## config.mk

```make
export PLATFORM = sky130hd
export DESIGN_NAME = axis_slave_sink
export DESIGN_NICKNAME = d
export VERILOG_FILES = /design/src/rtl/axis_slave_sink.sv
export SDC_FILE = /design/constraint.sdc
export NUM_CORES = 1
export LEC_CHECK = 0
export BUFFER_PORTS_ARGS = -buffer_cell sky130_fd_sc_hd__buf_2
export CORE_MARGIN = 4
export CORE_UTILIZATION = 55
export DETAILED_ROUTE_END_ITERATION = 6
export PLACE_DENSITY = 0.75
export SLEW_MARGIN = 5
export SYNTH_ARGS = -nofsm -noshare
export SYNTH_HDL_FRONTEND = slang
export SYNTH_SLANG_ARGS = --single-unit
```

## constraint.sdc

```tcl
create_clock -name aclk -period 7.84 [get_ports aclk]
set_input_delay 0.392 -clock aclk [delete_from_list [all_inputs] [get_ports aclk]]
set_output_delay 0.392 -clock aclk [all_outputs]
set_load 0.01 [all_outputs]
```

## src/rtl/axis_slave_sink.sv

```systemverilog
`timescale 1ns/1ps
// axis_slave_sink: AXI4-Stream slave endpoint.
// Accepts beats into a first-word-fall-through buffer read by a local consumer.
// Throttles s_tready with a rotating backpressure pattern.
// Counts beats and packets, and raises sticky flags for null beats and
// mid-packet tid/tdest changes.
module axis_slave_sink #(
    parameter int unsigned DATA_WIDTH    = 32,
    parameter int unsigned DEST_WIDTH    = 4,
    parameter int unsigned USER_WIDTH    = 1,
    parameter int unsigned FIFO_DEPTH    = 8,
    parameter logic [31:0] READY_PATTERN = 32'hFFFF_FFFF
) (
    input  logic                          aclk,
    input  logic                          aresetn,
    input  logic                          s_tvalid,
    output logic                          s_tready,
    input  logic [DATA_WIDTH-1:0]         s_tdata,
    input  logic [DATA_WIDTH/8-1:0]       s_tstrb,
    input  logic [DATA_WIDTH/8-1:0]       s_tkeep,
    input  logic                          s_tlast,
    input  logic                          s_tid,
    input  logic [DEST_WIDTH-1:0]         s_tdest,
    input  logic [USER_WIDTH-1:0]         s_tuser,
    input  logic                          rd_en,
    output logic                          rd_valid,
    output logic [DATA_WIDTH-1:0]         rd_tdata,
    output logic [DATA_WIDTH/8-1:0]       rd_tkeep,
    output logic                          rd_tlast,
    output logic [DEST_WIDTH-1:0]         rd_tdest,
    output logic [USER_WIDTH-1:0]         rd_tuser,
    input  logic                          bp_en,
    input  logic                          err_clr,
    output logic [31:0]                   beat_count,
    output logic [31:0]                   pkt_count,
    output logic [$clog2(FIFO_DEPTH):0]   fill_level,
    output logic                          err_null_beat,
    output logic                          err_dest_change
);

    localparam int unsigned KEEP_W  = DATA_WIDTH / 8;
    localparam int unsigned AW      = $clog2(FIFO_DEPTH);
    localparam int unsigned ENTRY_W = DATA_WIDTH + KEEP_W + 1 + DEST_WIDTH + USER_WIDTH;
    localparam logic [AW:0] DEPTH_VAL = (AW + 1)'(FIFO_DEPTH);

    typedef enum logic {
        IDLE,
        IN_PKT
    } state_e;

    state_e                stateQ, stateD;
    logic [AW-1:0]         wrPtr_q, wrPtr_d;
    logic [AW-1:0]         rdPtr_q, rdPtr_d;
    logic [AW:0]           count_q, count_d;
    logic [31:0]           pat_q, pat_d;
    logic [31:0]           beatCount_q, beatCount_d;
    logic [31:0]           pktCount_q, pktCount_d;
    logic                  tid_q, tid_d;
    logic [DEST_WIDTH-1:0] tdest_q, tdest_d;
    logic                  errNull_q, errNull_d;
    logic                  errDest_q, errDest_d;

    logic [ENTRY_W-1:0]    mem_q [FIFO_DEPTH];
    logic [ENTRY_W-1:0]    headEntry;

    logic                  push;
    logic                  pop;
    logic                  nullEvt;
    logic                  destEvt;

    // tstrb is deliberately neither applied nor stored; it is folded here only
    // so the port is visibly consumed.
    logic                  unusedStrb;
    assign unusedStrb = ^s_tstrb;

    // Ready only depends on buffer space and the current pattern bit, never on
    // s_tvalid, so a full buffer blocks the source with no pass-through.
    assign s_tready = (count_q != DEPTH_VAL) && (pat_q[0] || !bp_en);
    assign rd_valid = (count_q != '0);
    assign push     = s_tvalid && s_tready;
    assign pop      = rd_en && rd_valid;

    assign nullEvt  = push && (s_tkeep == '0) && !s_tlast;
    assign destEvt  = push && (stateQ == IN_PKT) &&
                      ((s_tid != tid_q) || (s_tdest != tdest_q));

    assign headEntry = mem_q[rdPtr_q];
    assign {rd_tdata, rd_tkeep, rd_tlast, rd_tdest, rd_tuser} = headEntry;

    assign beat_count      = beatCount_q;
    assign pkt_count       = pktCount_q;
    assign fill_level      = count_q;
    assign err_null_beat   = errNull_q;
    assign err_dest_change = errDest_q;

    // Packet FSM next state: a non-last beat in IDLE opens a packet, a last
    // beat inside a packet closes it; idle cycles hold the state.
    always_comb begin
        stateD = stateQ;
        case (stateQ)
            IDLE: begin
                if (push && !s_tlast) begin
                    stateD = IN_PKT;
                end
            end
            IN_PKT: begin
                if (push && s_tlast) begin
                    stateD = IDLE;
                end
            end
            default: stateD = IDLE;
        endcase
    end

    // Datapath next state: pointers, occupancy, pattern rotation, counters,
    // packet header latch and sticky flags (a new event beats err_clr).
    always_comb begin
        wrPtr_d     = wrPtr_q;
        rdPtr_d     = rdPtr_q;
        count_d     = count_q;
        pat_d       = pat_q;
        beatCount_d = beatCount_q;
        pktCount_d  = pktCount_q;
        tid_d       = tid_q;
        tdest_d     = tdest_q;
        errNull_d   = (errNull_q & ~err_clr) | nullEvt;
        errDest_d   = (errDest_q & ~err_clr) | destEvt;

        if (bp_en) begin
            pat_d = {pat_q[0], pat_q[31:1]};
        end

        if (push) begin
            wrPtr_d     = wrPtr_q + AW'(1);
            beatCount_d = beatCount_q + 32'd1;
            if (s_tlast) begin
                pktCount_d = pktCount_q + 32'd1;
            end
            if ((stateQ == IDLE) && !s_tlast) begin
                tid_d   = s_tid;
                tdest_d = s_tdest;
            end
        end

        if (pop) begin
            rdPtr_d = rdPtr_q + AW'(1);
        end

        case ({push, pop})
            2'b10:   count_d = count_q + (AW + 1)'(1);
            2'b01:   count_d = count_q - (AW + 1)'(1);
            default: count_d = count_q;
        endcase
    end

    // Control state register with asynchronous active-low reset.
    always_ff @(posedge aclk or negedge aresetn) begin
        if (!aresetn) begin
            stateQ      <= IDLE;
            wrPtr_q     <= '0;
            rdPtr_q     <= '0;
            count_q     <= '0;
            pat_q       <= READY_PATTERN;
            beatCount_q <= '0;
            pktCount_q  <= '0;
            tid_q       <= 1'b0;
            tdest_q     <= '0;
            errNull_q   <= 1'b0;
            errDest_q   <= 1'b0;
        end else begin
            stateQ      <= stateD;
            wrPtr_q     <= wrPtr_d;
            rdPtr_q     <= rdPtr_d;
            count_q     <= count_d;
            pat_q       <= pat_d;
            beatCount_q <= beatCount_d;
            pktCount_q  <= pktCount_d;
            tid_q       <= tid_d;
            tdest_q     <= tdest_d;
            errNull_q   <= errNull_d;
            errDest_q   <= errDest_d;
        end
    end

    // Beat storage is not reset; emptiness is tracked by count_q alone.
    always_ff @(posedge aclk) begin
        if (push) begin
            mem_q[wrPtr_q] <= {s_tdata, s_tkeep, s_tlast, s_tdest, s_tuser};
        end
    end

endmodule

```

==> results.toml <==
[timing]
rsz0062_at_grt = "false"
max_freq_mhz = 262
period_minus_slack_ns = 3.81
hold_ws_ns = 0.0893
setup_tns_ns = 0
slew_violations = 0
skew_ns = 0.0171
setup_viol = 0
period_share_pct = 48.6
tightestPinTransition_ns = 1.18
slew_headroom_pct = 21.0
hold_viol_final = 0

[cts]
clk-insertion-delay-late_ns = 0.54
cts_buffer_depth = 3
cts_tree = "done"
cts.clk_slew.worst_paths_ns = 0.06
cts.sinks = 450
htreeDepth = 2
numCtsBuffers = 44
root_buffer = "clkbuf_16"

[die]
die_y_um = 188
fp-row-count = 65
top_level_ports = 167
die_w_um = 188
initial_core_util_pct = 56.1
core_area_mm2 = 0.0317
dieArea_mm2 = 0.0353

[yosys]
syn_inst = 932
synthArstFlopShare_pct = 25.3
synth-main-ff-cell = "edfxtp_1"
synth_area_mm2 = 0.0178
synth-seq-cells = 450
ys.warnings.count = 0
synth-edff-count = 336
avgSynthCellArea_um2 = 19.1
yosysSeqAreaShare_pct = 72.9
synth_nets = 993
yosys.cell_types.count = 43

[grt]
grt_first_pass_wirelength_mm = 54.3
grt_max_degree = 79
antenna_found_initial = 4
grt_pass1_vias = 9413
grt.overflow.total = 0
gr-usage-all-layers_pct = 19.5

[setup_path]
max_stage_delay_ns = 0.91
end_kind = "output port"
cp_cell_sequence = "buf_4 > mux4_2 > mux2_2 > buf_2"
cp_slowest_cell = "dfrtp_4"
critPathLaunchType = "flop"
critPathMaxFanout = 50
required_ns = 7.45
crit_arrival_ns = 3.42
path_class = "reg -> out"

[power_and_ir_drop]
p_leak_nw = 7.67
vdd_drop_max_mv = 0.159
p_per_area_mw_per_mm2 = 323

[route]
drt_iter0_markers = 598
ant_nets = 0
wirelength_mm = 33.8
wl_per_cell_um = 21.9
vias = 8976
drtPass1Iterations = 5
via_per_inst = 5.81
drc = 0

[flow_run]
drv_cap = 0

[placed_design]
gp_congestion = 0.740
io_buffers = 162
hpwlAfterDp_mm = 18.9
placed_area_mm2 = 0.0190

[final_layout]
final_cell_mix = "edfxtp_1 (336), buf_2 (161), mux4_2 (84), dfrtp_1 (79), mux2_2 (75)"
drive_above_1_share_pct = 39.1
fin_area_mm2 = 0.0205
fin_nets = 1168
area_delta_synth_final_pct = 15.1
mostFrequentLayoutCell = "edfxtp_1"

[outcome]
outcome = "complete, no violations"

[hold_path]
min_path_type = "in -> reg"
-- cell type report --
cell class / instances / area, µm²
Sequential cell: 450 / 13000
Clock buffer: 64 / 1260
Inverter: 17 / 68.8
Timing Repair Buffer: 175 / 913
Tap cell: 402 / 503
Multi-Input combinational cell: 419 / 4580
Antenna cell: 2 / 5.00
Fill cell: 2147 / 11200
Clock inverter: 16 / 165
-- cell families after synthesis --
kind of cell             Yosys count  share of synthesized area [%]
AO/OA/AOI/OAI                      6                          0.225
XOR/XNOR                          74                           3.64
adder cells (fa/ha/maj)            8                          0.604
buffers and inverters             63                           1.62
flip-flops                       450                           72.9
multiplexers                     166                           15.9
AND/OR/NAND/NOR                  165                           5.10
-- cell usage after synthesis (3+ instances only) --
cell | n | share of area, %
edfxtp_1 | 336 | 57
mux4_2 | 84 | 11
dfrtp_1 | 82 | 12
mux2_2 | 75 | 4.7
xor2_1 | 45 | 2.2
nand2_1 | 37 | 0.78
dfstp_2 | 32 | 4.7
nor4_1 | 30 | 1.1
xnor2_1 | 29 | 1.4
nand3_1 | 23 | 0.65
clkbuf_1 | 22 | 0.46
nor3_1 | 19 | 0.53
inv_1 | 16 | 0.34
nand4_1 | 15 | 0.53
buf_2 | 14 | 0.39
and4_1 | 9 | 0.44
and3_1 | 8 | 0.28
nor2_1 | 8 | 0.17
ha_1 | 7 | 0.49
mux2_4 | 5 | 0.42
and2_1 | 3 | 0.11
buf_1 | 3 | 0.063
buf_4 | 3 | 0.13
-- worst max-delay path: cells and delay by family, from the launching register on --
kind     cells  cell delay, ns
buf+inv      2            1.02
mux          2            0.93
flops        1            0.91
-- stage by stage --
stage	total power, mW	cells	util [%]	worst slack [ns]
5_1_grt	6.95	1544	64.6	3.68
4_1_cts	6.69	1543	64.6	3.87
3_3_place_gp	4.60	1462	60.1	4.04
3_5_place_dp	4.62	1462	60.1	4.05
2_1_floorplan	4.10	932	-	1.69
6_report	6.61	1545	64.6	4.03
-- power breakdown --
group	internal, mW	total, mW	switching, mW
logic	0.829	1.59	0.758
registers	2.77	2.96	0.189
clock network	1.22	2.06	0.844
total	4.82	6.61	1.79
-- sequential cells by signal, indices dropped and copies added (netlist names), named ones only --
name / count
beat_count: 32
err_dest_change: 1
pat_q: 32
mem_q: 336
err_null_beat: 1
tdest_q: 4
fill_level: 4
pkt_count: 32
wrPtr_q: 3
tid_q: 1
rdPtr_q: 3
-- timing repair --
| action | CTS | global route |
|---|---|---|
| setup buffers | 0 | 0 |
| hold endpoints to repair | 32 | 0 |
| resized for setup | 0 | 0 |
| hold buffers | 1 | 0 |
-- routing by layer --
metal	up-vias	global-route usage, %	wire [µm]
met5	-	0	21
met4	4	4.18	539
met3	54	4.15	1930
met2	247	32.2	16900
met1	4654	27.5	14400
li1	4017	-	-
-- worst paths after layout --
path / startpoint / end / slack, ns / cells past startpoint
min in group asynchronous: aresetn / pkt_count[29] / 0.47 / 2
min reg2reg: beat_count[31] / beat_count[31] / 0.47 / 1
max reg2reg: pat_q[0] / mem_q[2][15] / 4.40 / 5
min: err_clr / err_null_beat / 0.09 / 2
max in group asynchronous: aresetn / rdPtr_q[0] / 6.12 / 3
max: rdPtr_q[0] / rd_tdata[6] / 4.03 / 4
Note: power is estimated with default switching activity, not from simulation.
